### src/rtl/usb_tx_pkg.sv
// Shared definitions for the USB full-speed transmit back end: line-state codes,
// bus line levels and default timing/stuffing parameters.
package usb_tx_pkg;

  typedef enum logic [2:0] {
    ST_IDLE   = 3'd0,
    ST_SYNC   = 3'd1,
    ST_PID    = 3'd2,
    ST_DATA   = 3'd3,
    ST_CRC_HI = 3'd4,
    ST_CRC_LO = 3'd5,
    ST_EOP1   = 3'd6,
    ST_EOP2   = 3'd7
  } line_state_e;

  // {dplus, dminus}
  localparam logic [1:0] LINE_J   = 2'b10;
  localparam logic [1:0] LINE_K   = 2'b01;
  localparam logic [1:0] LINE_SE0 = 2'b00;

  localparam int DEF_BIT_CLKS   = 8;
  localparam int DEF_LONG_EVERY = 3;
  localparam int DEF_STUFF_LEN  = 6;

  // States in which serial bits are driven onto the bus
  function automatic logic is_packet_state(input line_state_e s);
    return (s >= ST_SYNC) && (s <= ST_CRC_LO);
  endfunction

  // States carrying controller-supplied payload (data and CRC)
  function automatic logic is_payload_state(input line_state_e s);
    return (s >= ST_DATA) && (s <= ST_CRC_LO);
  endfunction

  function automatic logic [1:0] line_of_level(input logic level);
    return level ? LINE_J : LINE_K;
  endfunction

endpackage

### src/rtl/usb_bit_timer.sv
// Bit-period timer: BIT_CLKS clocks per bit, with every LONG_EVERY-th period
// stretched by one clock; shift_strobe marks the last clock of each period.
module usb_bit_timer #(
  parameter int BIT_CLKS   = 8,
  parameter int LONG_EVERY = 3
) (
  input  logic clk,
  input  logic n_rst,
  input  logic enable_timer,
  input  logic clear_timer,
  output logic shift_strobe
);

  localparam int CNT_W = $clog2(BIT_CLKS + 1);
  localparam logic [1:0]       LAST_PHASE = 2'(LONG_EVERY - 1);
  localparam logic [CNT_W-1:0] SHORT_LAST = CNT_W'(BIT_CLKS - 1);
  localparam logic [CNT_W-1:0] LONG_LAST  = CNT_W'(BIT_CLKS);

  logic [CNT_W-1:0] cnt;
  logic [CNT_W-1:0] last_cnt;
  logic [1:0]       phase;
  logic             wrap;

  always_comb begin
    last_cnt     = (phase == LAST_PHASE) ? LONG_LAST : SHORT_LAST;
    wrap         = (cnt == last_cnt);
    shift_strobe = wrap && enable_timer && !clear_timer;
  end

  always_ff @(posedge clk or negedge n_rst) begin
    if (!n_rst) begin
      cnt   <= '0;
      phase <= '0;
    end else if (clear_timer) begin
      cnt   <= '0;
      phase <= '0;
    end else if (enable_timer) begin
      if (wrap) begin
        cnt   <= '0;
        phase <= (phase == LAST_PHASE) ? 2'd0 : phase + 2'd1;
      end else begin
        cnt <= cnt + 1'b1;
      end
    end
  end

endmodule

### src/rtl/usb_tx_encoder.sv
// USB full-speed TX back end: LSB-first serialiser, bit stuffer, NRZI encoder and EOP.
// Optional build macro USB_TX_UNDERRUN_EN adds the sticky tx_underrun output.
module usb_tx_encoder
  import usb_tx_pkg::*;
#(
  parameter int BIT_CLKS   = DEF_BIT_CLKS,
  parameter int LONG_EVERY = DEF_LONG_EVERY,
  parameter int STUFF_LEN  = DEF_STUFF_LEN
) (
  input  logic       clk,
  input  logic       n_rst,
  input  logic [2:0] state_val,
  input  logic       load_enable,
  input  logic [7:0] data_pts,
  input  logic       enable_timer,
  input  logic       clear_timer,
  output logic       shift_strobe,
  output logic       flag,
  output logic       dplus,
  output logic       dminus
`ifdef USB_TX_UNDERRUN_EN
  ,
  output logic       tx_underrun
`endif
);

  localparam int ONES_W = $clog2(STUFF_LEN + 1);
  localparam logic [ONES_W-1:0] ONES_MAX = ONES_W'(STUFF_LEN);

  line_state_e       line_state;
  line_state_e       prev_state;
  logic [7:0]        hold_reg;
  logic              hold_valid;
  logic [7:0]        sr;
  logic              sr_full;
  logic [3:0]        bit_cnt;
  logic [ONES_W-1:0] ones_cnt;
  logic              nrzi_level;

  logic packet_state;
  logic idle_entry;
  logic empty_load;
  logic shift_evt;
  logic stuff;
  logic normal;
  logic boundary;
  logic tx_bit;
  logic new_level;

  assign line_state = line_state_e'(state_val);

  usb_bit_timer #(
    .BIT_CLKS  (BIT_CLKS),
    .LONG_EVERY(LONG_EVERY)
  ) u_bit_timer (
    .clk         (clk),
    .n_rst       (n_rst),
    .enable_timer(enable_timer),
    .clear_timer (clear_timer),
    .shift_strobe(shift_strobe)
  );

  // An empty shifter is primed first; a strobe in that same cycle is not used.
  always_comb begin
    packet_state = is_packet_state(line_state);
    idle_entry   = (line_state == ST_IDLE) && (prev_state != ST_IDLE);
    empty_load   = !sr_full && (bit_cnt == 4'd0) && hold_valid && !idle_entry;
    shift_evt    = shift_strobe && packet_state && !empty_load;
    stuff        = shift_evt && (ones_cnt == ONES_MAX);
    normal       = shift_evt && !stuff;
    boundary     = normal && (bit_cnt == 4'd7);
    tx_bit       = stuff ? 1'b0 : sr[0];
    new_level    = tx_bit ? nrzi_level : ~nrzi_level;
  end

  always_ff @(posedge clk or negedge n_rst) begin
    if (!n_rst) begin
      prev_state <= ST_IDLE;
      hold_reg   <= 8'h00;
      hold_valid <= 1'b0;
      sr         <= 8'h00;
      sr_full    <= 1'b0;
      bit_cnt    <= 4'd0;
      ones_cnt   <= '0;
      nrzi_level <= 1'b1;
      flag       <= 1'b0;
    end else begin
      prev_state <= line_state;
      flag       <= 1'b0;
      if (load_enable) begin
        hold_reg   <= data_pts;
        hold_valid <= 1'b1;
      end
      if (idle_entry) begin
        ones_cnt   <= '0;
        bit_cnt    <= 4'd0;
        hold_valid <= 1'b0;
        nrzi_level <= 1'b1;
        sr_full    <= 1'b0;
      end else if (empty_load) begin
        sr         <= hold_reg;
        sr_full    <= 1'b1;
        hold_valid <= load_enable;
      end else if (stuff) begin
        nrzi_level <= ~nrzi_level;
        ones_cnt   <= '0;
      end else if (normal) begin
        nrzi_level <= new_level;
        ones_cnt   <= tx_bit ? ones_cnt + 1'b1 : '0;
        if (boundary) begin
          bit_cnt    <= 4'd0;
          flag       <= 1'b1;
          hold_valid <= 1'b0;
          // Same-cycle write bypasses the holding register; nothing pending sends 0x00
          if (load_enable)     sr <= data_pts;
          else if (hold_valid) sr <= hold_reg;
          else                 sr <= 8'h00;
        end else begin
          bit_cnt <= bit_cnt + 4'd1;
          sr      <= {1'b0, sr[7:1]};
        end
      end
    end
  end

  always_ff @(posedge clk or negedge n_rst) begin
    if (!n_rst) begin
      {dplus, dminus} <= LINE_J;
    end else if (line_state == ST_IDLE) begin
      {dplus, dminus} <= LINE_J;
    end else if (shift_evt) begin
      {dplus, dminus} <= line_of_level(new_level);
    end else if (shift_strobe && !packet_state) begin
      {dplus, dminus} <= LINE_SE0;
    end
  end

`ifdef USB_TX_UNDERRUN_EN
  logic underrun_evt;

  assign underrun_evt = boundary && is_payload_state(line_state) && !hold_valid && !load_enable;

  always_ff @(posedge clk or negedge n_rst) begin
    if (!n_rst) begin
      tx_underrun <= 1'b0;
    end else if (idle_entry) begin
      tx_underrun <= 1'b0;
    end else if (underrun_evt) begin
      tx_underrun <= 1'b1;
    end
  end
`endif

endmodule

### config.mk
export PLATFORM = sky130hd
export DESIGN_NAME = usb_tx_encoder
export DESIGN_NICKNAME = d
export VERILOG_FILES = /design/src/rtl/usb_tx_pkg.sv /design/src/rtl/usb_bit_timer.sv /design/src/rtl/usb_tx_encoder.sv
export SDC_FILE = /design/constraint.sdc
export NUM_CORES = 1
export LEC_CHECK = 0
export ABC_AREA = 1
export BUFFER_PORTS_ARGS = -buffer_cell sky130_fd_sc_hd__buf_2
export CAP_MARGIN = 5
export CORE_MARGIN = 2
export CORE_UTILIZATION = 63
export CTS_CLUSTER_SIZE = 14
export DETAILED_ROUTE_END_ITERATION = 16
export GPL_ROUTABILITY_DRIVEN = 0
export MAX_ROUTING_LAYER = met4
export PLACE_DENSITY_LB_ADDON = 0.2
export SETUP_SLACK_MARGIN = 0.1
export SYNTH_ARGS = -nofsm -noshare
export SYNTH_HDL_FRONTEND = slang
export SYNTH_SLANG_ARGS = --single-unit
### constraint.sdc
create_clock -name clk -period 2.85 [get_ports clk]
set_clock_uncertainty 0.15 [all_clocks]
set_input_delay 0.4275 -clock clk [delete_from_list [all_inputs] [get_ports clk]]
set_output_delay 0.4275 -clock clk [all_outputs]
set_load 0.005 [all_outputs]
# Word level (Yosys, flattened, before mapping)
# Cells that the tools add are included.
[word_totals]
word_cells = 110
input_bits = 16
register_bits = 38
out_inout_bits = 4
[op_classes]
bitwise_logic = 2
reduce_logical = 33
n_eq_ne = 7
add_sub_neg = 4
magnitude_cmp = 2
n_mux = 49
[ops]
columns = ["op", "n"]
rows = [
  ["$mux 8", 6],
  ["$mux 4", 9],
  ["$mux 1", 24],
  ["$mux 3", 5],
  ["$logic_and 1x1->1", 13],
  ["$mux 2", 5],
  ["$reduce_bool 2->1", 5],
  ["$reduce_bool 3->1", 3],
  ["$add 4x1->4 const B", 2],
  ["$logic_not 1->1", 6],
  ["$ne 2x2->1 const B", 3],
  ["$reduce_and 3->1", 2],
  ["$eq 4x3->1 const B", 1],
  ["$eq 4x4->1", 1],
  ["$logic_not 4->1", 1],
  ["$reduce_and 2->1", 2],
  ["$add 3x1->3 const B", 1],
  ["$eq 3x3->1 const B", 1],
  ["$ge 3x1->1 const B", 1],
  ["$le 3x3->1 const B", 1],
  ["$logic_not 3->1", 1],
  ["$add 2x1->2 const B", 1],
  ["$eq 2x2->1 const B", 1],
  ["$not 1->1", 2],
]

# Longest topological paths before layout
# Gate-level depths: netlist of run 1.
[logic_depth]
word_depth = 16
depth_mapped = 13
ltp_nobuf = 13

# Hierarchy
# From an unflattened synthesis of run 1, not the netlist that was laid out.
[hier_totals]
hier_cells = 275
hier_area_um2 = 2113.3
[modules_own_cells]
columns = ["module", "seq_area_each_um2", "n_inst", "area_each_um2", "cells_per_inst"]
rows = [
  ["usb_tx_encoder", 803.3, 1, 1736.7, 223],
  ["usb_bit_timer", 150.1, 1, 376.6, 52],
]

# Worst setup path after synthesis of run 1
# No wires, ideal clock.
[synth_timing]
kind = "reg2reg"
startpoint = "reg ones_cnt[0]"
endpoint = "reg bit_cnt[1]"
t_arrival_ps = 1510
path_buffers = 0
setup_time_ps = 121
required_ps = 2579
path_stages_with_launch = 8
slack_ps = 1069
synth_period_minus_slack_ps = 1781
cell_sequence = "dfrtp_1 inv_1 ha_1 nand2_1 inv_1 nor3_2 nor2_1 a22o_1"
[synth_via]
elab_chain_cells = 10
word_cells_on_any_way = 13
cone_classes = "2 x eq/ne; 5 x mux; 6 x reduce/logical"
[synth_lines]
columns = ["item", "line", "source"]
rows = [
  ["start: declaration", "usb_tx_encoder.sv:37", "logic [ONES_W-1:0] ones_cnt;"],
  ["start signal: assignment", "usb_tx_encoder.sv:109", "ones_cnt <= tx_bit ? ones_cnt + 1'b1 : '0;"],
  ["$eq 3x3->1 *", "usb_tx_encoder.sv:69", "stuff = shift_evt && (ones_cnt == ONES_MAX);"],
  ["$logic_and 1x1->1 *", "usb_tx_encoder.sv:69", ""],
  ["$logic_not 1->1", "usb_tx_encoder.sv:70", "normal = shift_evt && !stuff;"],
  ["$logic_and 1x1->1", "usb_tx_encoder.sv:70", ""],
  ["$logic_and 1x1->1", "usb_tx_encoder.sv:71", "boundary = normal && (bit_cnt == 4'd7);"],
  ["$mux 4", "usb_tx_encoder.sv:110", "if (boundary) begin"],
  ["$mux 4", "usb_tx_encoder.sv:107", "end else if (normal) begin"],
  ["$mux 4", "usb_tx_encoder.sv:104", "end else if (stuff) begin"],
  ["$mux 4", "usb_tx_encoder.sv:100", "end else if (empty_load) begin"],
  ["$mux 4", "usb_tx_encoder.sv:94", "if (idle_entry) begin"],
  ["end signal: assignment", "usb_tx_encoder.sv:119", "bit_cnt <= bit_cnt + 4'd1;"],
  ["end: declaration", "usb_tx_encoder.sv:36", "logic [3:0] bit_cnt;"],
]
# Mark *: on every way between the ends. The rest lies on a longest branch, timed or not. The select of a mux whose other input is x is not followed.
# A chain may end at the register's enable or synchronous reset.

# Final worst setup path of run 1
[layout_timing]
startpoint = "reg u_bit_timer.phase[0]"
endpoint = "out shift_strobe"
[layout_via]
elab_chain_cells = 5
[layout_lines]
columns = ["item", "line", "source"]
rows = [
  ["start: declaration", "usb_bit_timer.sv:21", "logic [1:0] phase;"],
  ["start signal: assignment", "usb_bit_timer.sv:40", "phase <= (phase == LAST_PHASE) ? 2'd0 : phase + 2'd1;"],
  ["$eq 2x2->1", "usb_bit_timer.sv:25", "last_cnt = (phase == LAST_PHASE) ? LONG_LAST : SHORT_LAST;"],
  ["$mux 4", "usb_bit_timer.sv:25", ""],
  ["$eq 4x4->1", "usb_bit_timer.sv:26", "wrap = (cnt == last_cnt);"],
  ["$logic_and 1x1->1 (2 in series)", "usb_bit_timer.sv:27", "shift_strobe = wrap && enable_timer && !clear_timer;"],
  ["end: declaration", "usb_tx_encoder.sv:17", "output logic shift_strobe,"],
]
# Every way passes these cells.

==> flow_summary.json, run 1 <==
{
  "status": "complete, no violations",
  "synthesis.nets": 282,
  "syn_avg_cell_area_um2": 8.18,
  "clock_latency_ns": 0.35,
  "critPathKind": "reg -> out",
  "multi_input_area_um2": 996,
  "p_per_area_nw_per_um2": 614,
  "maxSlewHeadroom": 0.437,
  "seqCellArea_um2": 953,
  "yosys.area.top_type_share": 0.422,
  "io_pins": 20,
  "synthCells": 261,
  "p_leak_nw": 1.19,
  "initial_core_util": 0.650,
  "min_path_type": "in -> async",
  "fillerInstances": 273,
  "clk_path_buf_depth": 2,
  "endpoint_kind": "output port",
  "syn2layout_area_growth_pct": 8.50,
  "grt_pass1_wl_mm": 7.06,
  "ys_seq_elements": 38,
  "drtIter0Drc": 85,
  "antennaDiodeCount": 0,
  "synth_top_cell_by_area": "dfrtp_1",
  "die_w_um": 62.2,
  "root_buffer": "clkbuf_4",
  "fin_area_um2": 2320,
  "final-max-slew-violation-count": 0,
  "worstSetupStartpointType": "register",
  "crit_path_max_fanout": 4,
  "drt-vias-per-instance": 5.17,
  "dpl-instance-area_um2": 2260,
  "grt_usage": 0.236,
  "grt_start_max_net_pins": 39,
  "synth.area.top_cells": "dfrtp_1 42%, nand2_1 11%, inv_1 6.3%",
  "cts_repair_resize_count": 0,
  "grt_pass1_vias": 1591,
  "maxCapViolations": 0,
  "fin_util": 0.705,
  "fin_crit_sh": 0.723,
  "synth.cell_area_um2": 2130,
  "io_buffers": 19,
  "post-dp-hpwl_mm": 2.79,
  "drtPass1Iterations": 4,
  "routed-via-count": 1706,
  "final_nets": 304,
  "h-tree-depth": 2,
  "synth.distinct_cells": 31,
  "die_y_um": 62.2,
  "cts_buffers": 5,
  "drc": 0,
  "period_needed_ns": 2.06,
  "final_cell_mix": "65 x nand2_1, 36 x inv_1, 36 x dfrtp_1",
  "drive_gt1_frac": 0.208,
  "drt_wl_total_mm": 3.84,
  "vdd_drop_max_mv": 0.409,
  "tightest_slew_ns": 0.844,
  "clock_sinks": 38,
  "cp.arrival_ns": 1.48,
  "final_common_cell": "nand2_1",
  "required_ns": 2.27,
  "dieArea_um2": 3870,
  "setup-tns-final_ns": 0,
  "cts_hold_buf": 0,
  "path_clk_slew_ns": 0.11,
  "antenna_left": 0,
  "grt_overflow": 0,
  "rsz0062_at_grt": "no",
  "finalSetupViolCount": 0,
  "yosysWarnings": 0,
  "core_um2": 3280,
  "cts_setup_buffers": 0,
  "ys_seq_area_frac": 0.447,
  "finalHoldViolCount": 0,
  "row_count": 21,
  "grt_antenna_before_repair": 0,
  "cts_tree": "done",
  "fmax_mhz": 486,
  "routedWlPerCell_um": 11.6
}
[final timing paths]
path                                             startpoint                               end  slack [ns]  cells past startpoint
min in group clk                               state_val[2]           prev_state[2]$_DFF_PN0_        0.05                      1
setup / recovery           u_bit_timer.phase[0]$_DFFE_PN0P_                      shift_strobe        0.79                      6
setup reg to reg                     bit_cnt[0]$_DFFE_PN0P_                 sr[2]$_DFFE_PN0P_        0.83                      9
hold / removal                                        n_rst           ones_cnt[1]$_DFFE_PN0P_        0.02                      1
hold reg to reg                           sr[5]$_DFFE_PN0P_                 sr[5]$_DFFE_PN0P_        0.38                      2
max in group asynchronous                             n_rst  u_bit_timer.phase[1]$_DFFE_PN0P_        2.00                      1
[through the flow]
stage,instances,total power [mW],hold WS (ns),worst slack [ns]
2_1_floorplan,261,1.06,-0.0181,1.07
3_3_place_gp,322,1.12,0.347,0.821
3_5_place_dp,322,1.14,0.355,0.793
4_1_cts,330,1.43,0.0325,0.768
5_1_grt,330,1.54,0.0349,0.614
6_report,330,1.42,0.0196,0.791
[cell families (layout without fill, tap and decap cells)]
logic type | after synthesis | after routing | synth area share
compound gates | 39 | 39 | 0.110
xor+xnor | 5 | 5 | 0.0205
fa+ha+maj | 5 | 5 | 0.0293
buf+inv | 45 | 68 | 0.0867
flops | 38 | 38 | 0.447
simple gates | 129 | 129 | 0.307
[power by group]
| part | leakage (nW) | internal (mW) | total (mW) | switching, mW |
|---|---|---|---|---|
| Sequential | 0.471 | 0.627 | 0.673 | 0.0465 |
| Combinational | 0.682 | 0.167 | 0.450 | 0.284 |
| Clock | 0.0353 | 0.120 | 0.298 | 0.179 |
| Total | 1.19 | 0.913 | 1.42 | 0.509 |
[cell usage after synthesis (all sizes together)]
master and number:
nand2 70, inv 41, dfrtp 36, nor2 29, a21oi 18, nand3 17
o21ai 17, nand4 8, ha 5, buf 4, nor3 4, xor2 3
dfstp 2, o22ai 2, xnor2 2, a22o 1, o211ai 1, or2 1
[cell type report]
| class | count | share of cell area |
|---|---|---|
| clock inverter | 1 | 0.00216 |
| inverter | 41 | 0.0665 |
| timing repair buffer | 19 | 0.0411 |
| sequential | 38 | 0.412 |
| tap | 46 | 0.0249 |
| multi-input combinational | 178 | 0.430 |
| clock buffer | 7 | 0.0238 |
[per-layer routing]
metal,vias up,wire length [um],global-route usage
met2,29,1780,0.357
met3,7,164,0.0507
li1,882,-,-
met5,-,0,-
met1,788,1840,0.319
met4,0,59,0.0833
[worst max-delay path: stages, from the launching register on]
cell	delay, ns
dfrtp_1	0.43
nor2_1	0.16
nand2_1	0.07
nand2_1	0.12
nand3_4	0.13
inv_1	0.12
buf_2	0.12
No activity file was read; power rests on OpenSTA's default activity.
==> run 2: changes to the inputs <==
--- a/config.mk
+++ b/config.mk
@@ -9,7 +9,7 @@
 export BUFFER_PORTS_ARGS = -buffer_cell sky130_fd_sc_hd__buf_2
 export CAP_MARGIN = 5
 export CORE_MARGIN = 2
-export CORE_UTILIZATION = 63
+export CORE_UTILIZATION = 59
 export CTS_CLUSTER_SIZE = 14
 export DETAILED_ROUTE_END_ITERATION = 16
 export GPL_ROUTABILITY_DRIVEN = 0
==> constraint.sdc (replaced) <==
create_clock -name clk -period 2 [get_ports clk]
set_clock_uncertainty 0.15 [all_clocks]
set_input_delay 0.3 -clock clk [delete_from_list [all_inputs] [get_ports clk]]
set_output_delay 0.3 -clock clk [all_outputs]
set_load 0.005 [all_outputs]
==> run 2 against run 1 <==
  * Final cell count is 4.5% higher
  * Total power is 44% higher
  * Register-to-register slack worse by 0.63 ns
  * Global-route usage is 0.88 points higher
  * Design area is 7.4% higher
==> flow_summary.json, run 2 (synthesis results as in run 1) <==
{
  "dpl-instance-area_um2": 2320,
  "io_pins": 20,
  "grt_usage": 0.245,
  "path_clk_slew_ns": 0.11,
  "min_path_type": "in -> reg",
  "endpoint_kind": "output port",
  "final_common_cell": "nand2_1",
  "antenna_left": 0,
  "critPathKind": "reg -> out",
  "dieArea_um2": 4120,
  "maxSlewHeadroom": 0.723,
  "p_leak_nw": 1.26,
  "clock_latency_ns": 0.35,
  "core_um2": 3420,
  "p_per_area_nw_per_um2": 826,
  "die_y_um": 64.2,
  "whs_ns": 0.0645,
  "status": "complete, no violations",
  "cts_tree": "done",
  "fin_util": 0.728,
  "clock_sinks": 38,
  "fin_crit_sh": 0.934,
  "io_buffers": 19,
  "final_cell_mix": "60 x nand2_1, 36 x dfrtp_1, 35 x inv_1",
  "grt_antenna_before_repair": 0,
  "cp.arrival_ns": 1.42,
  "drt_wl_total_mm": 4.41,
  "grt_overflow": 0,
  "routedWlPerCell_um": 12.8,
  "finalHoldViolCount": 0,
  "fmax_mhz": 535,
  "required_ns": 1.55,
  "final_nets": 321,
  "drt-vias-per-instance": 5.25,
  "fin_area_um2": 2490,
  "r2r_start": "u_bit_timer.phase[0]$_DFFE_PN0P_",
  "final-max-slew-violation-count": 0,
  "setup-tns-final_ns": 0,
  "clk_path_buf_depth": 2,
  "post-dp-hpwl_mm": 3.13,
  "crit_start": "u_bit_timer.phase[0]$_DFFE_PN0P_",
  "maxCapViolations": 0,
  "cts_buffers": 5,
  "drtIter0Drc": 87,
  "drive_gt1_frac": 0.261,
  "period_needed_ns": 1.87,
  "drtPass1Iterations": 4,
  "initial_core_util": 0.625,
  "tightest_slew_ns": 0.415,
  "worstSetupStartpointType": "register",
  "fillerInstances": 279,
  "hold_start": "data_pts[4]",
  "grt_pass1_vias": 1705,
  "rsz0062_at_grt": "yes",
  "vdd_drop_max_mv": 0.505,
  "drc": 0,
  "syn2layout_area_growth_pct": 16.5,
  "grt_start_max_net_pins": 26,
  "row_count": 21,
  "finalSetupViolCount": 0,
  "crit_path_max_fanout": 4,
  "routed-via-count": 1810,
  "die_w_um": 64.2,
  "root_buffer": "clkbuf_4",
  "h-tree-depth": 2,
  "antennaDiodeCount": 0,
  "grt_pass1_wl_mm": 7.56
}
run 2: cell types whose count changed in the layout (fill, tap and decap cells not counted), sizes merged:
cell / before / now
buf: 19 / 32
clkbuf: 7 / 6
clkinv: 1 / 0
dlygate4sd3: 0 / 4
run 2: metal layers:
| layer | GRT usage | wire length [um] | part of all wire |
|---|---|---|---|
| met1 | 0.308 | 1960 | 0.44 |
| met2 | 0.387 | 2200 | 0.50 |
| met3 | 0.0563 | 141 | 0.032 |
| met4 | 0.0957 | 108 | 0.024 |
| met5 | - | 0 | 0 |
run 2: layout make-up:
type | count | area (um^2) | share of cell area
Multi-Input combinational cell | 178 | 1040 | 0.418
Timing Repair Buffer | 36 | 233 | 0.0936
Clock buffer | 6 | 51.3 | 0.0206
Inverter | 41 | 154 | 0.0619
Sequential cell | 38 | 953 | 0.383
Tap cell | 46 | 57.6 | 0.0231
run 2: critical path, stage by stage (launching register included):
cell	delay (ns)
dfrtp_1	0.42
inv_2	0.05
nand2_1	0.08
nand2_1	0.07
nand2_2	0.10
nand3_4	0.13
inv_2	0.11
buf_2	0.11
run 2: worst paths after layout:
| kind | cells after the start | slack, ns | endpoint |
|---|---|---|---|
| max | 7 | 0.13 | shift_strobe |
| min | 3 | 0.06 | hold_reg[4]$_DFFE_PN0P_ |
| max reg2reg | 10 | 0.20 | bit_cnt[2]$_DFFE_PN0P_ |
| min reg2reg | 2 | 0.38 | sr[5]$_DFFE_PN0P_ |
| max in group asynchronous | 3 | 0.83 | nrzi_level$_DFFE_PN1P_ |
| min in group asynchronous | 2 | 0.25 | u_bit_timer.cnt[3]$_DFFE_PN0P_ |
run 2: repair_timing:
item                                    CTS  global route
pin swaps                                 1             3
hold endpoints to repair                 18             0
hold buffers                              4             0
gates resized for setup                   4             7
endpoints found under the setup margin    1            19
setup buffers                             0             5
run 2: where the power goes:
part           leakage (nW)  switching (mW)  internal (mW)  total [mW]
combinational         0.761           0.421          0.273       0.694
sequential            0.471          0.0745          0.893       0.968
clock                0.0302           0.234          0.158       0.392
total                  1.26           0.729           1.32        2.05
run 2: through the flow:
step / setup WS (ns) / std cells / total power, mW
3_5_place_dp: 0.0718 / 330 / 1.62
5_1_grt: 0.0421 / 345 / 2.21
6_report: 0.132 / 345 / 2.05
2_1_floorplan: 0.219 / 261 / 1.51
4_1_cts: 0.119 / 340 / 2.02
3_3_place_gp: 0.140 / 330 / 1.60
==> run 3: changes to the inputs <==
==> constraint.sdc (replaced) <==
create_clock -name clk -period 1.9 [get_ports clk]
set_clock_uncertainty 0.15 [all_clocks]
set_input_delay 0.285 -clock clk [delete_from_list [all_inputs] [get_ports clk]]
set_output_delay 0.285 -clock clk [all_outputs]
set_load 0.005 [all_outputs]
==> run 3 against run 2 <==
  * Combinational power is 21% higher
  * Final cell count is 2.9% higher
  * Critical endpoint is now bit_cnt[2]$_DFFE_PN0P_
  * Worst hold slack worse by 0.039 ns
  * Largest power group unchanged
  * Design area is 7.2% higher
  * First-iteration DRC count is 63% higher
  * Largest cell class unchanged
==> flow_summary.json, run 3 (synthesis results as in run 1) <==
{
  "die_y_um": 64.2,
  "fillerInstances": 221,
  "tightest_slew_ns": 0.498,
  "cp_top_family": "simple AND/OR/NAND/NOR gates",
  "syn2layout_area_growth_pct": 24.9,
  "reg2reg_to": "bit_cnt[2]$_DFFE_PN0P_",
  "dp_slack_ns": -0.0134,
  "clock_sinks": 38,
  "finalHoldViolCount": 0,
  "grt_start_max_net_pins": 21,
  "period_needed_ns": 1.87,
  "r2r_start": "bit_cnt[0]$_DFFE_PN0P_",
  "row_count": 21,
  "final_cell_mix": "55 x nand2_1, 35 x dfrtp_1, 34 x inv_1",
  "grt_antenna_before_repair": 0,
  "post-dp-hpwl_mm": 2.96,
  "fin_ws_ns": 0.0305,
  "grt_overflow": 0,
  "drt_wl_total_mm": 4.96,
  "grt_pass1_vias": 1691,
  "status": "complete, no violations",
  "reg2reg_slack_ns": 0.03,
  "final-max-slew-violation-count": 0,
  "cts_buffers": 5,
  "drtIter0Drc": 142,
  "antenna_left": 0,
  "critPathKind": "reg -> reg",
  "cts_tree": "done",
  "r2r_cells": 9,
  "antennaDiodeCount": 0,
  "grt_usage": 0.242,
  "initial_core_util": 0.625,
  "io_buffers": 19,
  "h-tree-depth": 2,
  "crit_path_top_delay_cell": "dfrtp_1",
  "rsz0062_at_grt": "yes",
  "endpoint_kind": "register",
  "cpPeakStageDelay_ns": 0.39,
  "p_sw_mw": 0.853,
  "clk_path_buf_depth": 2,
  "worstSetupStartpointType": "register",
  "finalSetupViolCount": 0,
  "drive_gt1_frac": 0.343,
  "p_int_mw": 1.47,
  "path_clk_slew_ns": 0.12,
  "p_per_area_nw_per_um2": 871,
  "cp.arrival_ns": 2.00,
  "routedWlPerCell_um": 14.0,
  "multi_input_area_um2": 1130,
  "fmax_mhz": 535,
  "fin_area_um2": 2670,
  "whs_path_depth": 3,
  "drtPass1Iterations": 4,
  "maxCapViolations": 0,
  "p_comb_frac": 0.361,
  "crit_chain": "inv_1 -> ha_2 -> nand4_4 -> nand2_4 -> nor2_8 -> nand2_8 -> o21ai_1 -> nand2_1 -> nor2_1",
  "dieArea_um2": 4120,
  "maxSlewHeadroom": 0.667,
  "routed-via-count": 1868,
  "final_nets": 329,
  "setup-tns-final_ns": 0,
  "min_to": "hold_reg[4]$_DFFE_PN0P_",
  "required_ns": 2.03,
  "io_pins": 20,
  "final_common_cell": "nand2_1",
  "grt_pass1_wl_mm": 7.44,
  "clock_latency_ns": 0.36,
  "core_um2": 3420,
  "crit_path_max_fanout": 10,
  "drt-vias-per-instance": 5.26,
  "root_buffer": "clkbuf_4",
  "dpl-instance-area_um2": 2310,
  "die_w_um": 64.2,
  "seqCellArea_um2": 955,
  "hold_start": "data_pts[4]",
  "swShare": 0.368,
  "p_leak_nw": 1.32,
  "seqPwrFrac": 0.441,
  "path_buf_inv": 1,
  "fin_crit_sh": 0.984,
  "drc": 0,
  "min_path_type": "in -> reg",
  "clkPwrFrac": 0.198,
  "vdd_drop_max_mv": 0.478
}
run 3: cell count changes in the layout (fill, tap and decap cells not counted), moves of 3 or more:
cell,change
buf_4,+4
nand2_2,+5
o21ai_2,+3
nand3_1,-3
nor2_1,-3
nand2_1,-5
o21ai_0,-4
nand3_2,+3
run 3: worst max-delay path by stage:
stage	start	endpoint	depth (start not counted)
global route	u_bit_timer.phase[1]$_DFFE_PN0P_	bit_cnt[2]$_DFFE_PN0P_	10
CTS	u_bit_timer.phase[1]$_DFFE_PN0P_	shift_strobe	7
floorplan	ones_cnt[0]$_DFFE_PN0P_	bit_cnt[1]$_DFFE_PN0P_	7
detailed placement	bit_cnt[0]$_DFFE_PN0P_	sr[1]$_DFFE_PN0P_	9
finish	bit_cnt[0]$_DFFE_PN0P_	bit_cnt[2]$_DFFE_PN0P_	9
global placement	bit_cnt[0]$_DFFE_PN0P_	sr[0]$_DFFE_PN0P_	9
run 3: metrics by stage:
step	hold WS, ns	power [mW]	util	std cells
2_1_floorplan	-0.161	1.59	-	261
3_3_place_gp	0.110	1.73	0.677	328
3_5_place_dp	0.108	1.74	0.677	328
4_1_cts	0.0188	2.20	0.725	346
5_1_grt	0.0535	2.47	0.781	355
6_report	0.0259	2.32	0.781	355
run 3: layout make-up:
| type | instances | area share |
|---|---|---|
| repair buffers | 43 | 0.115 |
| clock buffers | 7 | 0.0206 |
| flip-flops and latches | 38 | 0.358 |
| inverters | 41 | 0.0577 |
| clock inverters | 1 | 0.00188 |
| multi-input cells | 179 | 0.426 |
| well taps | 46 | 0.0216 |
run 3: worst reg2reg max path, cell delays in order, from the launching register on:
cell     delay [ns]
dfrtp_1        0.39
inv_1          0.07
ha_2           0.20
nand4_4        0.11
nand2_4        0.10
nor2_8         0.26
nand2_8        0.14
o21ai_1        0.18
nand2_1        0.09
nor2_1         0.13
run 3: what timing repair did:
| item | 4_1_cts | 5_1_grt |
|---|---|---|
| setup endpoints to repair | 19 | 19 |
| pin swaps | 3 | 11 |
| cloned | 0 | 1 |
| hold buffers | 4 | 0 |
| buffers inserted | 6 | 8 |
| resized for setup | 6 | 35 |
| endpoints found under the hold margin | 19 | 0 |
run 3: per-layer routing:
layer  wire length (um)  GRT usage  share of wire
met1               2190      0.324           0.44
met2               2470      0.368           0.50
met3                202     0.0581          0.041
met4                 97     0.0718          0.020
met5                  0          -              0
run 3: power by group through the flow:
stage	combinational (mW)	sequential, mW	clock [mW]
CTS	0.731	1.01	0.457
global route	0.934	1.04	0.499
floorplan	0.577	1.01	0
finish	0.839	1.02	0.459
detailed placement	0.709	1.03	0
global placement	0.702	1.03	0
